### src/rtl/adt7420_i2c_target.sv
`timescale 1ns/1ps
// -----------------------------------------------------------------------------
// adt7420_i2c_target
//   I2C target that mimics the register map of an ADT7420 temperature sensor.
//   SCL and SDA are oversampled by the system clock; no clock stretching.
//
//   Register map (8-bit auto-incrementing pointer, wraps 0xFF -> 0x00):
//     0x00 temperature MSB (shadow[15:8])   0x01 temperature LSB (shadow[7:0])
//     0x02 status (always 0x00)             0x03 config (read/write)
//     0x0B device ID (DEV_ID, only with ADT7420_ID_REG_EN defined)
//     all other addresses read 0x00, writes are discarded
//
//   Build option: define ADT7420_ID_REG_EN to make register 0x0B return DEV_ID.
//
//   Ports
//     clk        system clock, rising edge
//     rst_n      asynchronous active-low reset
//     scl_i      raw SCL pin level
//     sda_i      raw SDA pin level
//     sda_oe     1 = pull SDA low, 0 = release (open drain)
//     temp_in    temperature word, captured at the start of each read
//     config_out config register contents
//     busy       high from an address match until the next START or STOP
//     rd_strobe  one-clk pulse per read byte the controller ACKs
// -----------------------------------------------------------------------------
module adt7420_i2c_target #(
    parameter logic [6:0] I2C_ADDR = 7'h4B,
    parameter logic [7:0] DEV_ID   = 8'hCB
) (
    input  logic        clk,
    input  logic        rst_n,
    input  logic        scl_i,
    input  logic        sda_i,
    output logic        sda_oe,
    input  logic [15:0] temp_in,
    output logic [7:0]  config_out,
    output logic        busy,
    output logic        rd_strobe
);

`ifdef ADT7420_ID_REG_EN
    localparam logic [7:0] ID_RD = DEV_ID;
`else
    // ID register disabled: 0x0B reads like unmapped space.
    localparam logic [7:0] ID_RD = DEV_ID & 8'h00;
`endif

    typedef enum logic [3:0] {
        IDLE, ADDR, ADDR_ACK, PTR, PTR_ACK, WR_DATA, WR_ACK, RD_DATA, RD_ACK, WAIT_STOP
    } state_t;

    // ---------------------------------------------------------------- sync
    // Two synchronizer flops plus one history flop per line; preset high so
    // an idle bus produces no events coming out of reset.
    logic [1:0] scl_sync_q, sda_sync_q;
    logic       scl_d_q, sda_d_q;

    always_ff @(posedge clk or negedge rst_n) begin
        if (!rst_n) begin
            scl_sync_q <= 2'b11;
            sda_sync_q <= 2'b11;
            scl_d_q    <= 1'b1;
            sda_d_q    <= 1'b1;
        end else begin
            scl_sync_q <= {scl_sync_q[0], scl_i};
            sda_sync_q <= {sda_sync_q[0], sda_i};
            scl_d_q    <= scl_sync_q[1];
            sda_d_q    <= sda_sync_q[1];
        end
    end

    logic scl_f, sda_f, scl_rise, scl_fall, start_det, stop_det;
    assign scl_f     = scl_sync_q[1];
    assign sda_f     = sda_sync_q[1];
    assign scl_rise  =  scl_f & ~scl_d_q;
    assign scl_fall  = ~scl_f &  scl_d_q;
    // SDA may only move with SCL high to signal START/STOP; require SCL high
    // on both samples so an SCL edge coinciding with SDA is not misread.
    assign start_det = scl_f & scl_d_q &  sda_d_q & ~sda_f;
    assign stop_det  = scl_f & scl_d_q & ~sda_d_q &  sda_f;

    // ---------------------------------------------------------------- state
    state_t      state_q;
    logic [3:0]  cnt_q;      // SCL rises seen in the current byte
    logic [7:0]  sr_q;       // receive shift register
    logic [7:0]  tx_q;       // remaining transmit bits, MSB next
    logic [7:0]  ptr_q;
    logic [7:0]  cfg_q;
    logic [15:0] shadow_q;
    logic        rw_q;
    logic        ack_q;      // controller ACKed the last read byte
    logic        sda_oe_q;
    logic        busy_q;
    logic        rd_strobe_q;

    function automatic logic [7:0] rd_byte(input logic [7:0]  p,
                                           input logic [15:0] shd,
                                           input logic [7:0]  cfg);
        case (p)
            8'h00:   rd_byte = shd[15:8];
            8'h01:   rd_byte = shd[7:0];
            8'h03:   rd_byte = cfg;
            8'h0B:   rd_byte = ID_RD;
            default: rd_byte = 8'h00;
        endcase
    endfunction

    // First byte of a read is taken from temp_in directly because the shadow
    // is being loaded on the same edge; later bytes come from the shadow.
    logic [7:0] first_byte, next_byte;
    logic       byte_done;
    assign first_byte = rd_byte(ptr_q, temp_in,  cfg_q);
    assign next_byte  = rd_byte(ptr_q, shadow_q, cfg_q);
    assign byte_done  = scl_fall && (cnt_q == 4'd8);

    always_ff @(posedge clk or negedge rst_n) begin
        if (!rst_n) begin
            state_q     <= IDLE;
            cnt_q       <= 4'd0;
            sr_q        <= 8'h00;
            tx_q        <= 8'h00;
            ptr_q       <= 8'h00;
            cfg_q       <= 8'h00;
            shadow_q    <= 16'h0000;
            rw_q        <= 1'b0;
            ack_q       <= 1'b0;
            sda_oe_q    <= 1'b0;
            busy_q      <= 1'b0;
            rd_strobe_q <= 1'b0;
        end else begin
            rd_strobe_q <= 1'b0;
            if (start_det) begin
                state_q  <= ADDR;
                cnt_q    <= 4'd0;
                sda_oe_q <= 1'b0;
                busy_q   <= 1'b0;
            end else if (stop_det) begin
                state_q  <= IDLE;
                sda_oe_q <= 1'b0;
                busy_q   <= 1'b0;
            end else begin
                // Bit sampling is common to all byte states; counter stops at 8
                // so the ACK clock never disturbs a finished byte.
                if (scl_rise && cnt_q != 4'd8) begin
                    sr_q  <= {sr_q[6:0], sda_f};
                    cnt_q <= cnt_q + 4'd1;
                end
                case (state_q)
                    ADDR: if (byte_done) begin
                        if (sr_q[7:1] == I2C_ADDR) begin
                            state_q  <= ADDR_ACK;
                            rw_q     <= sr_q[0];
                            sda_oe_q <= 1'b1;
                            busy_q   <= 1'b1;
                        end else begin
                            state_q  <= WAIT_STOP;
                            sda_oe_q <= 1'b0;
                        end
                    end
                    ADDR_ACK: if (scl_fall) begin
                        cnt_q <= 4'd0;
                        if (rw_q) begin
                            state_q  <= RD_DATA;
                            shadow_q <= temp_in;
                            sda_oe_q <= ~first_byte[7];
                            tx_q     <= {first_byte[6:0], 1'b0};
                        end else begin
                            state_q  <= PTR;
                            sda_oe_q <= 1'b0;
                        end
                    end
                    PTR: if (byte_done) begin
                        state_q  <= PTR_ACK;
                        ptr_q    <= sr_q;
                        sda_oe_q <= 1'b1;
                    end
                    WR_DATA: if (byte_done) begin
                        state_q  <= WR_ACK;
                        if (ptr_q == 8'h03) cfg_q <= sr_q;
                        ptr_q    <= ptr_q + 8'd1;
                        sda_oe_q <= 1'b1;
                    end
                    PTR_ACK, WR_ACK: if (scl_fall) begin
                        state_q  <= WR_DATA;
                        cnt_q    <= 4'd0;
                        sda_oe_q <= 1'b0;
                    end
                    RD_DATA: if (scl_fall) begin
                        if (cnt_q == 4'd8) begin
                            state_q  <= RD_ACK;
                            sda_oe_q <= 1'b0;
                        end else begin
                            sda_oe_q <= ~tx_q[7];
                            tx_q     <= {tx_q[6:0], 1'b0};
                        end
                    end
                    RD_ACK: begin
                        if (scl_rise) begin
                            ack_q <= ~sda_f;
                            if (!sda_f) begin
                                rd_strobe_q <= 1'b1;
                                ptr_q       <= ptr_q + 8'd1;
                            end
                        end else if (scl_fall) begin
                            if (ack_q) begin
                                // ptr_q already advanced on the ACK rise
                                state_q  <= RD_DATA;
                                cnt_q    <= 4'd0;
                                sda_oe_q <= ~next_byte[7];
                                tx_q     <= {next_byte[6:0], 1'b0};
                            end else begin
                                state_q  <= WAIT_STOP;
                                sda_oe_q <= 1'b0;
                            end
                        end
                    end
                    default: ;
                endcase
            end
        end
    end

    assign sda_oe     = sda_oe_q;
    assign config_out = cfg_q;
    assign busy       = busy_q;
    assign rd_strobe  = rd_strobe_q;

endmodule
### config.mk
export PLATFORM = sky130hd
export DESIGN_NAME = adt7420_i2c_target
export DESIGN_NICKNAME = d
export VERILOG_FILES = /design/src/rtl/adt7420_i2c_target.sv
export SDC_FILE = /design/constraint.sdc
export NUM_CORES = 1
export LEC_CHECK = 0
export ABC_AREA = 1
export CAP_MARGIN = 20
export CORE_MARGIN = 2
export CORE_UTILIZATION = 58
export CTS_CLUSTER_DIAMETER = 60
export DETAILED_ROUTE_END_ITERATION = 10
export GPL_ROUTABILITY_DRIVEN = 0
export PLACE_DENSITY = 0.78
export SKIP_LAST_GASP = 1
export SYNTH_ARGS = -nofsm -noshare
export SYNTH_HDL_FRONTEND = slang
export SYNTH_SLANG_ARGS = --single-unit
### constraint.sdc
create_clock -name clk -period 2.3 [get_ports clk]
set_clock_uncertainty 0.05 [all_clocks]
set_input_delay 0.46 -clock clk [delete_from_list [all_inputs] [get_ports clk]]
set_output_delay 0.46 -clock clk [all_outputs]
set_load 0.1 [all_outputs]
==> impl_metrics.yaml <==
detailed_routing:
  first_pass_iters: 5
  antenna_left: 0
  drc: 0
  viasPerCell: 5.557
  routed_wirelength_um: 8240
  avgRoutedWirePerCell_um: 13.99
  drtIter0Drc: 422
  vias: 3273
job:
  maxCapViolCount: 0
pwr:
  powerDensity_mw_per_mm2: 1039
  finalPower_w: 0.004321
  ir_drop_mv: 0.6634
  p_leak_nw: 2.088
cells_and_area:
  n_antenna_cell: 0
  fillers: 457
  nets: 534
  final_util: 0.6944
  drive_gt1_frac: 0.1420
  final_cells: 589
  fin_area_mm2: 0.004160
  area_growth_pct: 14.10
yosys:
  syn_avg_cell_area_um2: 7.660
  yosysUniqueCellTypes: 30
  synth_area_mm2: 0.003646
  ys_ff_latch: 66
  netlist_instances: 476
  mappedNetlistNets: 501
  synth_area_leaders: "dfrtp_1 (41%), nand2_1 (14%), nand3_1 (11%), inv_1 (4.7%), o21ai_0 (4.4%)"
  synth_top_cell_by_area: "dfrtp_1"
  synth-warning-count: 0
  ys_seq_area_frac: 0.4550
  netlist.area_leader.share: 0.4118
global_routing:
  grt_overflow_total: 0
  first_global_vias: 2984
  antenna_found_initial: 0
  grt_pass1_wl_um: 13970
  grtUsageTotal: 0.2465
  grt_max_degree: 50
worst_setup_path:
  cp-end-kind: "flip-flop"
  crit_family: "buffers and inverters"
  cpPeakStageDelay_ps: 480
  startpoint_type: "flip-flop"
  crit_type: "flip-flop to flip-flop"
  reg2reg_from: "state_q[0]"
  critPathRequiredTime_ps: 2470
  ff2ff_path_depth: 8
  r2r_end: "tx_q[6]"
  crit_chain: "nand2_1, inv_1, nand2_1, clkinv_1, o21ai_2, inv_2, nand2_1, nand2_1"
  crit_buf_inv: 3
  r2r_slack_ps: 330
  cp_data_arrival_time_ps: 2140
  cp_max_fo: 9
  cpMostUsedCell: "nand2_1"
  slowest_stage: "dfrtp_1"
timing:
  finalSetupViolCount: 0
  drv_slew: 0
  relSlewSlack: 0.5866
  rsz0062_at_grt: "false"
  fmax_mhz: 507.7
  tns_ps: 0
  tightest_slew_ps: 619.4
  min_period_ps: 1970
  period_share: 0.8564
  hold_violations: 0
place:
  io_buffer_count: 30
  dpl.cell_count: 573
  hpwl_um: 5892
  place_area_mm2: 0.003986
floorplan:
  die_y_um: 83.29
  initial_core_util: 0.6086
  die_w_um: 83.29
  rows: 28
  pin_count: 31
  coreArea_mm2: 0.005991
  dieArea_mm2: 0.006936
clocking:
  worstSkewPairLatency_ps: 340
  cts_setup_buffers: 0
  cts-buffers-inserted: 9
  clockBufferDepth: 2
  cts_tree: "done"
  root_buffer: "clkbuf_8"
  cts_max_level: 3
  cts_sinks: 66
  cts_hold_buffers: 0
  clkTransAtPathRegs_ps: 80
hold_path:
  hp-class: "primary input to async pin"
outcome:
  outcome: "finished, final reports clean"
==> worst register-to-register path, stage by stage (launching register included) <==
cell and delay [ps]:
dfrtp_1 480, nand2_1 110, inv_1 70, nand2_1 140
clkinv_1 300, o21ai_2 430, inv_2 140, nand2_1 100
nand2_1 50
==> cell usage after synthesis (all sizes together) <==
| cell type | n |
|---|---|
| buf | 10 |
| nand3 | 80 |
| nor3 | 1 |
| a21oi | 9 |
| inv | 53 |
| o22ai | 2 |
| xor2 | 3 |
| nand4 | 7 |
| dfstp | 6 |
| dfrtp | 60 |
| nand2 | 142 |
| clkinv | 1 |
| ha | 5 |
| clkbuf | 3 |
| o211ai | 3 |
| nor4 | 1 |
| a22oi | 1 |
| mux2 | 13 |
| nor2 | 38 |
| o21ai | 38 |
==> flip-flops by register name, summed over array words and instances, names as in the netlist, 2 cells and up <==
signal      count
sda_sync_q      2
sr_q            8
shadow_q       16
config_out      8
tx_q            7
ptr_q           8
cnt_q           4
state_q         4
scl_sync_q      2
==> per-stage QoR <==
step           worst slack [ps]  hold slack [ps]
2_1_floorplan             666.1            114.4
3_3_place_gp              210.6            295.7
3_5_place_dp              139.5            296.8
4_1_cts                   126.5            13.53
5_1_grt                   143.0            31.29
6_report                  330.4            11.19
==> kinds of logic after synthesis <==
family                   synth area share
AND/OR/NAND/NOR                    0.3233
buffers and inverters             0.07584
flip-flops                         0.4550
AO/OA/AOI/OAI                     0.07721
multiplexers                      0.04427
adder cells (fa/ha/maj)           0.01716
XOR/XNOR                         0.007208
==> worst max-delay path by stage <==
stage                             start            end  slack [ps]  cells after the start
after floorplan                cnt_q[0]  config_out[5]         670                     10
after global placement    sda_sync_q[1]       ptr_q[4]         210                      8
after detailed placement  sda_sync_q[1]       ptr_q[4]         140                      8
after CTS                 sda_sync_q[1]       ptr_q[3]         130                      8
after global routing         state_q[2]       ptr_q[3]         140                      8
final                        state_q[0]        tx_q[6]         330                      8
==> layout by cell type (no fill, tap or decap) <==
master / n
o21ai_1: 5
dfrtp_1: 60
o21ai_2: 1
nor2_4: 2
a21oi_1: 9
clkdlybuf4s50_1: 18
nand3_1: 79
nor4_1: 1
nand4_1: 7
buf_4: 15
nor2_1: 29
xor2_1: 3
clkinv_1: 1
o211ai_1: 3
clkbuf_8: 10
a22oi_1: 1
inv_1: 46
inv_2: 7
clkinvlp_4: 2
nand2_2: 3
o22ai_1: 2
nor3_1: 1
nor2_2: 7
ha_1: 5
o21ai_0: 32
buf_2: 1
nand2_1: 138
mux2_2: 9
buf_12: 1
dfstp_2: 6
nand3_2: 1
mux2_4: 4
nand2_4: 1
clkinv_2: 3
clkbuf_1: 1
==> timing repair <==
item	4_1_cts	5_1_grt
hold endpoints to repair	0	0
setup endpoints to repair	0	7
gates resized for setup	0	1
==> per-layer routing <==
metal,vias up,part of all wire,track usage
met2,116,0.44,0.3629
met3,18,0.059,0.04374
li1,1616,-,-
met1,1523,0.48,0.3663
met5,-,0,0
met4,0,0.018,0.08644
==> power breakdown <==
group	internal, W	switching [W]
sequential	0.00142	0.000212
combinational	0.000575	0.00126
clock	0.000415	0.000442
==> layout make-up <==
type	count	area, um2	share of cell area
Clock buffer	11	141.4	0.03399
Sequential cell	66	1659	0.3988
Timing Repair Buffer	35	317.8	0.07639
Inverter	54	202.7	0.04872
Clock inverter	5	30.03	0.007218
Tap cell	75	93.84	0.02256
Multi-Input combinational cell	343	1715	0.4123
(Power assumes the default switching activity.)
